$ cat config.mk
export PLATFORM = sky130hd
export DESIGN_NAME = spi_mem_master
export DESIGN_NICKNAME = d
export VERILOG_FILES = /design/src/rtl/spi_mem_master_pkg.sv /design/src/rtl/spi_mem_master_clk_gen.sv /design/src/rtl/spi_mem_master.sv
export SDC_FILE = /design/constraint.sdc
export NUM_CORES = 1
export LEC_CHECK = 0
export CAP_MARGIN = 10
export CORE_ASPECT_RATIO = 0.8
export CORE_UTILIZATION = 43
export CTS_CLUSTER_SIZE = 30
export DETAILED_ROUTE_END_ITERATION = 8
export PLACE_DENSITY = 0.63
export SLEW_MARGIN = 15
export SYNTH_ARGS = -nofsm -noshare
export SYNTH_HDL_FRONTEND = slang
export SYNTH_SLANG_ARGS = --single-unit
export TNS_END_PERCENT = 10
$ cat constraint.sdc
create_clock -name clk -period 3.2 [get_ports clk]
set_input_delay 0.8 -clock clk [delete_from_list [all_inputs] [get_ports clk]]
set_output_delay 0.8 -clock clk [all_outputs]
set_load 0.01 [all_outputs]
$ cat src/rtl/spi_mem_master_pkg.sv
// ----------------------------------------------------------------------------
// spi_mem_master_pkg
//   Definitions shared by the SPI memory initiator and the slave-side command
//   decoder: command codes, frame field widths, FSM state encoding and a
//   helper that assembles the 32-bit transmit frame.
// ----------------------------------------------------------------------------
package spi_mem_master_pkg;

    localparam int CMD_W   = 8;
    localparam int ADDR_W  = 16;
    localparam int DATA_W  = 8;
    localparam int FRAME_W = CMD_W + ADDR_W + DATA_W;

    localparam logic [CMD_W-1:0] SPI_CMD_READ  = 8'h03;
    localparam logic [CMD_W-1:0] SPI_CMD_WRITE = 8'h02;

    typedef enum logic [1:0] {
        ST_IDLE  = 2'd0,
        ST_SETUP = 2'd1,
        ST_SHIFT = 2'd2,
        ST_HOLD  = 2'd3
    } spi_state_e;

    // Reads put 0x00 in the data phase; the slave ignores it.
    function automatic logic [FRAME_W-1:0] build_frame(
        input logic              rw,
        input logic [CMD_W-1:0]  cmd_rd,
        input logic [CMD_W-1:0]  cmd_wr,
        input logic [ADDR_W-1:0] addr,
        input logic [DATA_W-1:0] wdata
    );
        return {(rw ? cmd_wr : cmd_rd), addr, (rw ? wdata : {DATA_W{1'b0}})};
    endfunction

endpackage

$ cat src/rtl/spi_mem_master_clk_gen.sv
// ----------------------------------------------------------------------------
// spi_mem_master_clk_gen
//   CLK_DIV divider for the SPI initiator. While en_i is high the 8-bit
//   divider counts 0..CLK_DIV-1 and tick_o marks the terminal count. When
//   toggle_i is also high, sclk toggles on each tick and rise_o / fall_o
//   flag the clk edge on which sclk goes 0->1 / 1->0. en_i low clears the
//   divider and forces sclk low.
// Ports:
//   clk, rst   system clock, asynchronous active-high reset
//   en_i       run the divider
//   toggle_i   allow sclk to toggle at terminal count
//   sclk_o     registered SPI clock, idle low
//   tick_o     divider terminal count (combinational)
//   rise_o     sclk rises on the coming edge
//   fall_o     sclk falls on the coming edge
// ----------------------------------------------------------------------------
module spi_mem_master_clk_gen #(
    parameter int CLK_DIV = 4
) (
    input  logic clk,
    input  logic rst,
    input  logic en_i,
    input  logic toggle_i,
    output logic sclk_o,
    output logic tick_o,
    output logic rise_o,
    output logic fall_o
);

    localparam logic [7:0] DIV_LAST = 8'(CLK_DIV - 1);

    logic [7:0] div_q, div_d;
    logic       sclk_q, sclk_d;

    always_comb begin
        tick_o = en_i && (div_q == DIV_LAST);
        rise_o = tick_o && toggle_i && !sclk_q;
        fall_o = tick_o && toggle_i && sclk_q;
        div_d  = 8'd0;
        sclk_d = 1'b0;
        if (en_i) begin
            div_d  = tick_o ? 8'd0 : div_q + 8'd1;
            sclk_d = (tick_o && toggle_i) ? !sclk_q : sclk_q;
        end
    end

    always_ff @(posedge clk or posedge rst) begin
        if (rst) begin
            div_q  <= 8'd0;
            sclk_q <= 1'b0;
        end else begin
            div_q  <= div_d;
            sclk_q <= sclk_d;
        end
    end

    assign sclk_o = sclk_q;

endmodule

$ cat src/rtl/spi_mem_master.sv
// ----------------------------------------------------------------------------
// spi_mem_master
//   SPI mode-0 initiator issuing single-byte memory transactions. Frame is
//   32 bits MSB-first: command (READ 0x03 / WRITE 0x02), 16-bit address,
//   8-bit data. rdata returns the last 8 bits sampled during the frame.
//   FSM: IDLE -> SETUP -> SHIFT -> HOLD -> IDLE; done is 66*CLK_DIV clk
//   cycles after the start-accept edge.
// Ports:
//   clk, rst        system clock, asynchronous active-high reset
//   start           request strobe, sampled only while idle
//   rw, addr, wdata request (1=write), latched with start
//   busy, done      transaction in flight / one-cycle end pulse
//   rdata           captured read byte, valid from done
//   sclk, cs_n,
//   mosi, miso      SPI pins (sclk/cs_n/mosi registered)
//   loopback        only with SPI_LOOPBACK_EN: sample mosi instead of miso
// Build option:
//   SPI_LOOPBACK_EN adds the loopback self-test input.
// ----------------------------------------------------------------------------
module spi_mem_master
    import spi_mem_master_pkg::*;
#(
    parameter int         CLK_DIV   = 4,
    parameter logic [7:0] CMD_READ  = SPI_CMD_READ,
    parameter logic [7:0] CMD_WRITE = SPI_CMD_WRITE
) (
    input  logic        clk,
    input  logic        rst,
    input  logic        start,
    input  logic        rw,
    input  logic [15:0] addr,
    input  logic [7:0]  wdata,
    output logic        busy,
    output logic        done,
    output logic [7:0]  rdata,
    output logic        sclk,
    output logic        cs_n,
    output logic        mosi,
    input  logic        miso
`ifdef SPI_LOOPBACK_EN
    ,
    input  logic        loopback
`endif
);

    localparam logic [5:0] LAST_BIT = 6'(FRAME_W - 1);

    spi_state_e         state_q, state_d;
    logic [FRAME_W-1:0] tx_q, tx_d;
    logic [DATA_W-1:0]  rx_q, rx_d;
    logic [DATA_W-1:0]  rdata_q, rdata_d;
    logic [5:0]         bit_cnt_q, bit_cnt_d;
    logic               mosi_q, mosi_d;
    logic               cs_n_q, cs_n_d;
    logic               busy_q, busy_d;
    logic               done_q, done_d;

    logic               div_en, div_toggle, tick, rise, fall;
    logic               rx_bit;
    logic [FRAME_W-1:0] frame;

`ifdef SPI_LOOPBACK_EN
    assign rx_bit = loopback ? mosi_q : miso;
`else
    assign rx_bit = miso;
`endif

    assign frame      = build_frame(rw, CMD_READ, CMD_WRITE, addr, wdata);
    assign div_en     = (state_q != ST_IDLE);
    assign div_toggle = (state_q == ST_SHIFT);

    spi_mem_master_clk_gen #(
        .CLK_DIV (CLK_DIV)
    ) u_clk_gen (
        .clk      (clk),
        .rst      (rst),
        .en_i     (div_en),
        .toggle_i (div_toggle),
        .sclk_o   (sclk),
        .tick_o   (tick),
        .rise_o   (rise),
        .fall_o   (fall)
    );

    always_comb begin
        state_d   = state_q;
        tx_d      = tx_q;
        rx_d      = rx_q;
        rdata_d   = rdata_q;
        bit_cnt_d = bit_cnt_q;
        mosi_d    = mosi_q;
        cs_n_d    = cs_n_q;
        busy_d    = busy_q;
        done_d    = 1'b0;
        unique case (state_q)
            ST_IDLE: begin
                if (start) begin
                    tx_d      = frame;
                    mosi_d    = frame[FRAME_W-1];
                    bit_cnt_d = 6'd0;
                    cs_n_d    = 1'b0;
                    busy_d    = 1'b1;
                    state_d   = ST_SETUP;
                end
            end
            ST_SETUP: begin
                if (tick) state_d = ST_SHIFT;
            end
            ST_SHIFT: begin
                if (rise) rx_d = {rx_q[DATA_W-2:0], rx_bit};
                if (fall) begin
                    bit_cnt_d = bit_cnt_q + 6'd1;
                    // The 32nd falling edge leaves sclk low and ends shifting.
                    if (bit_cnt_q == LAST_BIT) begin
                        state_d = ST_HOLD;
                    end else begin
                        tx_d   = {tx_q[FRAME_W-2:0], 1'b0};
                        mosi_d = tx_q[FRAME_W-2];
                    end
                end
            end
            ST_HOLD: begin
                if (tick) begin
                    cs_n_d  = 1'b1;
                    busy_d  = 1'b0;
                    done_d  = 1'b1;
                    rdata_d = rx_q;
                    mosi_d  = 1'b0;
                    state_d = ST_IDLE;
                end
            end
            default: state_d = ST_IDLE;
        endcase
    end

    always_ff @(posedge clk or posedge rst) begin
        if (rst) begin
            state_q   <= ST_IDLE;
            tx_q      <= '0;
            rx_q      <= '0;
            rdata_q   <= '0;
            bit_cnt_q <= 6'd0;
            mosi_q    <= 1'b0;
            cs_n_q    <= 1'b1;
            busy_q    <= 1'b0;
            done_q    <= 1'b0;
        end else begin
            state_q   <= state_d;
            tx_q      <= tx_d;
            rx_q      <= rx_d;
            rdata_q   <= rdata_d;
            bit_cnt_q <= bit_cnt_d;
            mosi_q    <= mosi_d;
            cs_n_q    <= cs_n_d;
            busy_q    <= busy_d;
            done_q    <= done_d;
        end
    end

    assign busy  = busy_q;
    assign done  = done_q;
    assign rdata = rdata_q;
    assign cs_n  = cs_n_q;
    assign mosi  = mosi_q;

endmodule

==> results.ini <==
[pwr]
power.density_mw_per_mm2 = 817
p_leak_nw = 1.80
worst_ir_drop_vdd_v = 0.000440

[yosys]
ys_ff_latch = 68
synth_ff_type = dfrtp_1
postSynthCellCount = 259
yosysTopAreaCell = dfrtp_1
syn-num-nets = 296
synth_cell_types = 38
synth.cell_area_mm2 = 0.00303
ys_async_sr_fraction = 1.00
avgSynthCellArea_um2 = 11.7
seq_area_frac_synth = 0.561
synth_edf_count = 0
synth.top_cell.area_share = 0.553
ys.warnings.count = 0
synth_area_leaders = dfrtp_1 55%, a221o_1 7.6%, mux2_2 5.9%

[sta]
tightest_slew_ps = 963
fin_setup_tns_ps = 0
setup_viol = 0
min_period_ps = 2870
fin_worst_skew_ps = 7.17
max_freq_mhz = 349
hold_ws_ps = 487
finalMaxSlewViolations = 0
min_period_over_period = 0.895
relSlewSlack = 0.358
final_hold_viol_count = 0
rsz0062_at_grt = no

[worst_hold_path]
min_path_cells = 1
hold_start = u_clk_gen.div_q[0]$_DFF_PP0_
hold_class = reg2reg
worstHoldEndpoint = u_clk_gen.div_q[0]$_DFF_PP0_

[floorplan]
coreArea_mm2 = 0.00660
die_x_um = 95.9
initial_utilization = 0.459
fp.dieH_um = 77.1
std_cell_rows = 26
ioPinCount = 42
die_area_mm2 = 0.00740

[clock_network]
clkLatencyLatePin_ps = 340
path_clk_slew_ps = 70
holdBufCountCts = 0
cts_tree = built
numClockSinks = 68
ctsRootBufferMaster = clkbuf_8
cts_resized = 0
htree_levels = 3
post_cts_buffers = 0
cts_buffer_depth = 2
cts_buffers = 9

[cells_and_area]
n_fill_cell = 561
drive_above_1_share = 0.139
regArea_mm2 = 0.00170
layout.nets = 342
multi_input_area_mm2 = 0.00124
final_util = 0.578
fin_cells = 394
num_antenna_cells = 0
syn2layout_area_growth_pct = 25.7

[global_route]
grt_pass1_wl_um = 9940
antenna_found_initial = 0
grt_pass1_vias = 2061
grt_usage = 0.181
grt_max_degree = 41
grt-ovfl-total = 0

[worst_setup_path]
worstSetupPathType = reg2reg
r2r_end = state_q[1]$_DFFE_PP0P_
worstPathArrival_ps = 3100
worstSetupStartpointType = flip-flop
rr_startpoint = state_q[0]$_DFFE_PP0P_
end_kind = flip-flop
crit_required_ps = 3430
crit_fanout = 9
ff2ff_path_depth = 7
reg2reg_slack_ps = 330

[detailed_routing]
wirelength_um = 5820
via_per_inst = 5.30
first_iter_violations = 141
first_pass_iters = 4
drcViolationCount = 0
drtAntennaViolNets = 0
num_vias = 2089
post_drt_wl_per_cell_um = 14.8

[place]
port_buffers = 41
gp_congestion = 0.714
dp_hpwl_um = 3860
dp_cells = 378

[job]
maxCapViolations = 0

[run_status]
status = finished, final reports clean

[stage by stage]
stage / area, um2 / power [mW] / worst slack (ps)
2_1_floorplan: 3030 / 1.93 / 569
3_3_place_gp: 3550 / 2.18 / 453
3_5_place_dp: 3550 / 2.21 / 363
4_1_cts: 3810 / 3.15 / 349
5_1_grt: 3810 / 3.34 / 177
6_report: 3810 / 3.12 / 335
[power breakdown]
| part | switching [mW] | internal, mW | leakage (nW) |
|---|---|---|---|
| clock | 0.326 | 0.598 | 0.127 |
| sequential | 0.171 | 1.11 | 0.901 |
| combinational | 0.468 | 0.438 | 0.768 |
| total | 0.966 | 2.15 | 1.80 |
[layout by cell type, fill, tap and decap left out, drive strengths merged, types with 2 or more instances in the layout]
| cell | count |
|---|---|
| dfrtp | 67 |
| clkdlybuf4s50 | 41 |
| a221o | 23 |
| nor2 | 20 |
| mux2 | 17 |
| and2 | 16 |
| nand2 | 15 |
| o21ai | 11 |
| and3 | 10 |
| inv | 10 |
| clkbuf | 10 |
| nand3 | 9 |
| ha | 8 |
| buf | 6 |
| mux2i | 5 |
| a22o | 5 |
| a21oi | 4 |
| xor2 | 4 |
| xnor2 | 4 |
| bufinv | 4 |
| or2 | 2 |
| nor4 | 2 |
| nor3 | 2 |
[cell usage after synthesis (4+ instances only)]
| cell type | instances |
|---|---|
| dfrtp_1 | 67 |
| a221o_1 | 23 |
| nor2_1 | 19 |
| and2_1 | 16 |
| mux2_2 | 16 |
| nand2_1 | 15 |
| and3_1 | 10 |
| inv_1 | 10 |
| nand3_1 | 9 |
| o21ai_0 | 9 |
| clkbuf_1 | 8 |
| ha_1 | 8 |
| a22o_1 | 5 |
| mux2i_1 | 5 |
| a21oi_1 | 4 |
| xnor2_1 | 4 |
| xor2_1 | 4 |
[state kept, by name (all words and copies together) (netlist names)]
| name | count |
|---|---|
| tx_q | 31 |
| rdata | 8 |
| rx_q | 8 |
| u_clk_gen.div_q | 8 |
| bit_cnt_q | 6 |
| state_q | 2 |
| busy | 1 |
| cs_n | 1 |
| done | 1 |
| mosi | 1 |
| u_clk_gen.sclk_o | 1 |
[worst max-delay path, cell delays in order, from the launching register on]
cell	delay (ps)
dfrtp_1	400
inv_1	110
ha_1	280
or4_1	520
or3_1	550
o21ai_1	170
or3b_1	410
mux2_4	320
[how the worst max path moves through the flow]
stage / start / depth (start not counted) / slack (ps) / to
global route: state_q[0]$_DFFE_PP0P_ / 7 / 180 / state_q[1]$_DFFE_PP0P_
finish: state_q[0]$_DFFE_PP0P_ / 7 / 330 / state_q[1]$_DFFE_PP0P_
CTS: state_q[1]$_DFFE_PP0P_ / 7 / 350 / state_q[1]$_DFFE_PP0P_
floorplan: state_q[0]$_DFFE_PP0P_ / 9 / 570 / state_q[1]$_DFFE_PP0P_
detailed placement: state_q[0]$_DFFE_PP0P_ / 7 / 360 / state_q[1]$_DFFE_PP0P_
global placement: state_q[0]$_DFFE_PP0P_ / 7 / 450 / state_q[1]$_DFFE_PP0P_
[cell type report]
cell class              instances  share of cell area
flip-flops and latches         68               0.446
clock buffers                  10              0.0335
repair buffers                 47               0.123
inverters                      10             0.00984
well taps                      84              0.0276
clock inverters                 6              0.0357
multi-input cells             169               0.324
[logic make-up after synthesis]
| group | share of synthesized area |
|---|---|
| flip-flops | 0.561 |
| XOR/XNOR | 0.0231 |
| AO/OA/AOI/OAI | 0.129 |
| adder cells (fa/ha/maj) | 0.0330 |
| multiplexers | 0.0808 |
| AND/OR/NAND/NOR | 0.142 |
| buffers and inverters | 0.0309 |
[metal layers]
metal / vias up / part of all wire / global-route usage
met3: 5 / 0.045 / 0.0833
met1: 1017 / 0.51 / 0.256
li1: 1031 / - / -
met4: 0 / 0.012 / 0.0582
met2: 36 / 0.43 / 0.244
met5: - / 0 / 0
(Power assumes the default switching activity.)
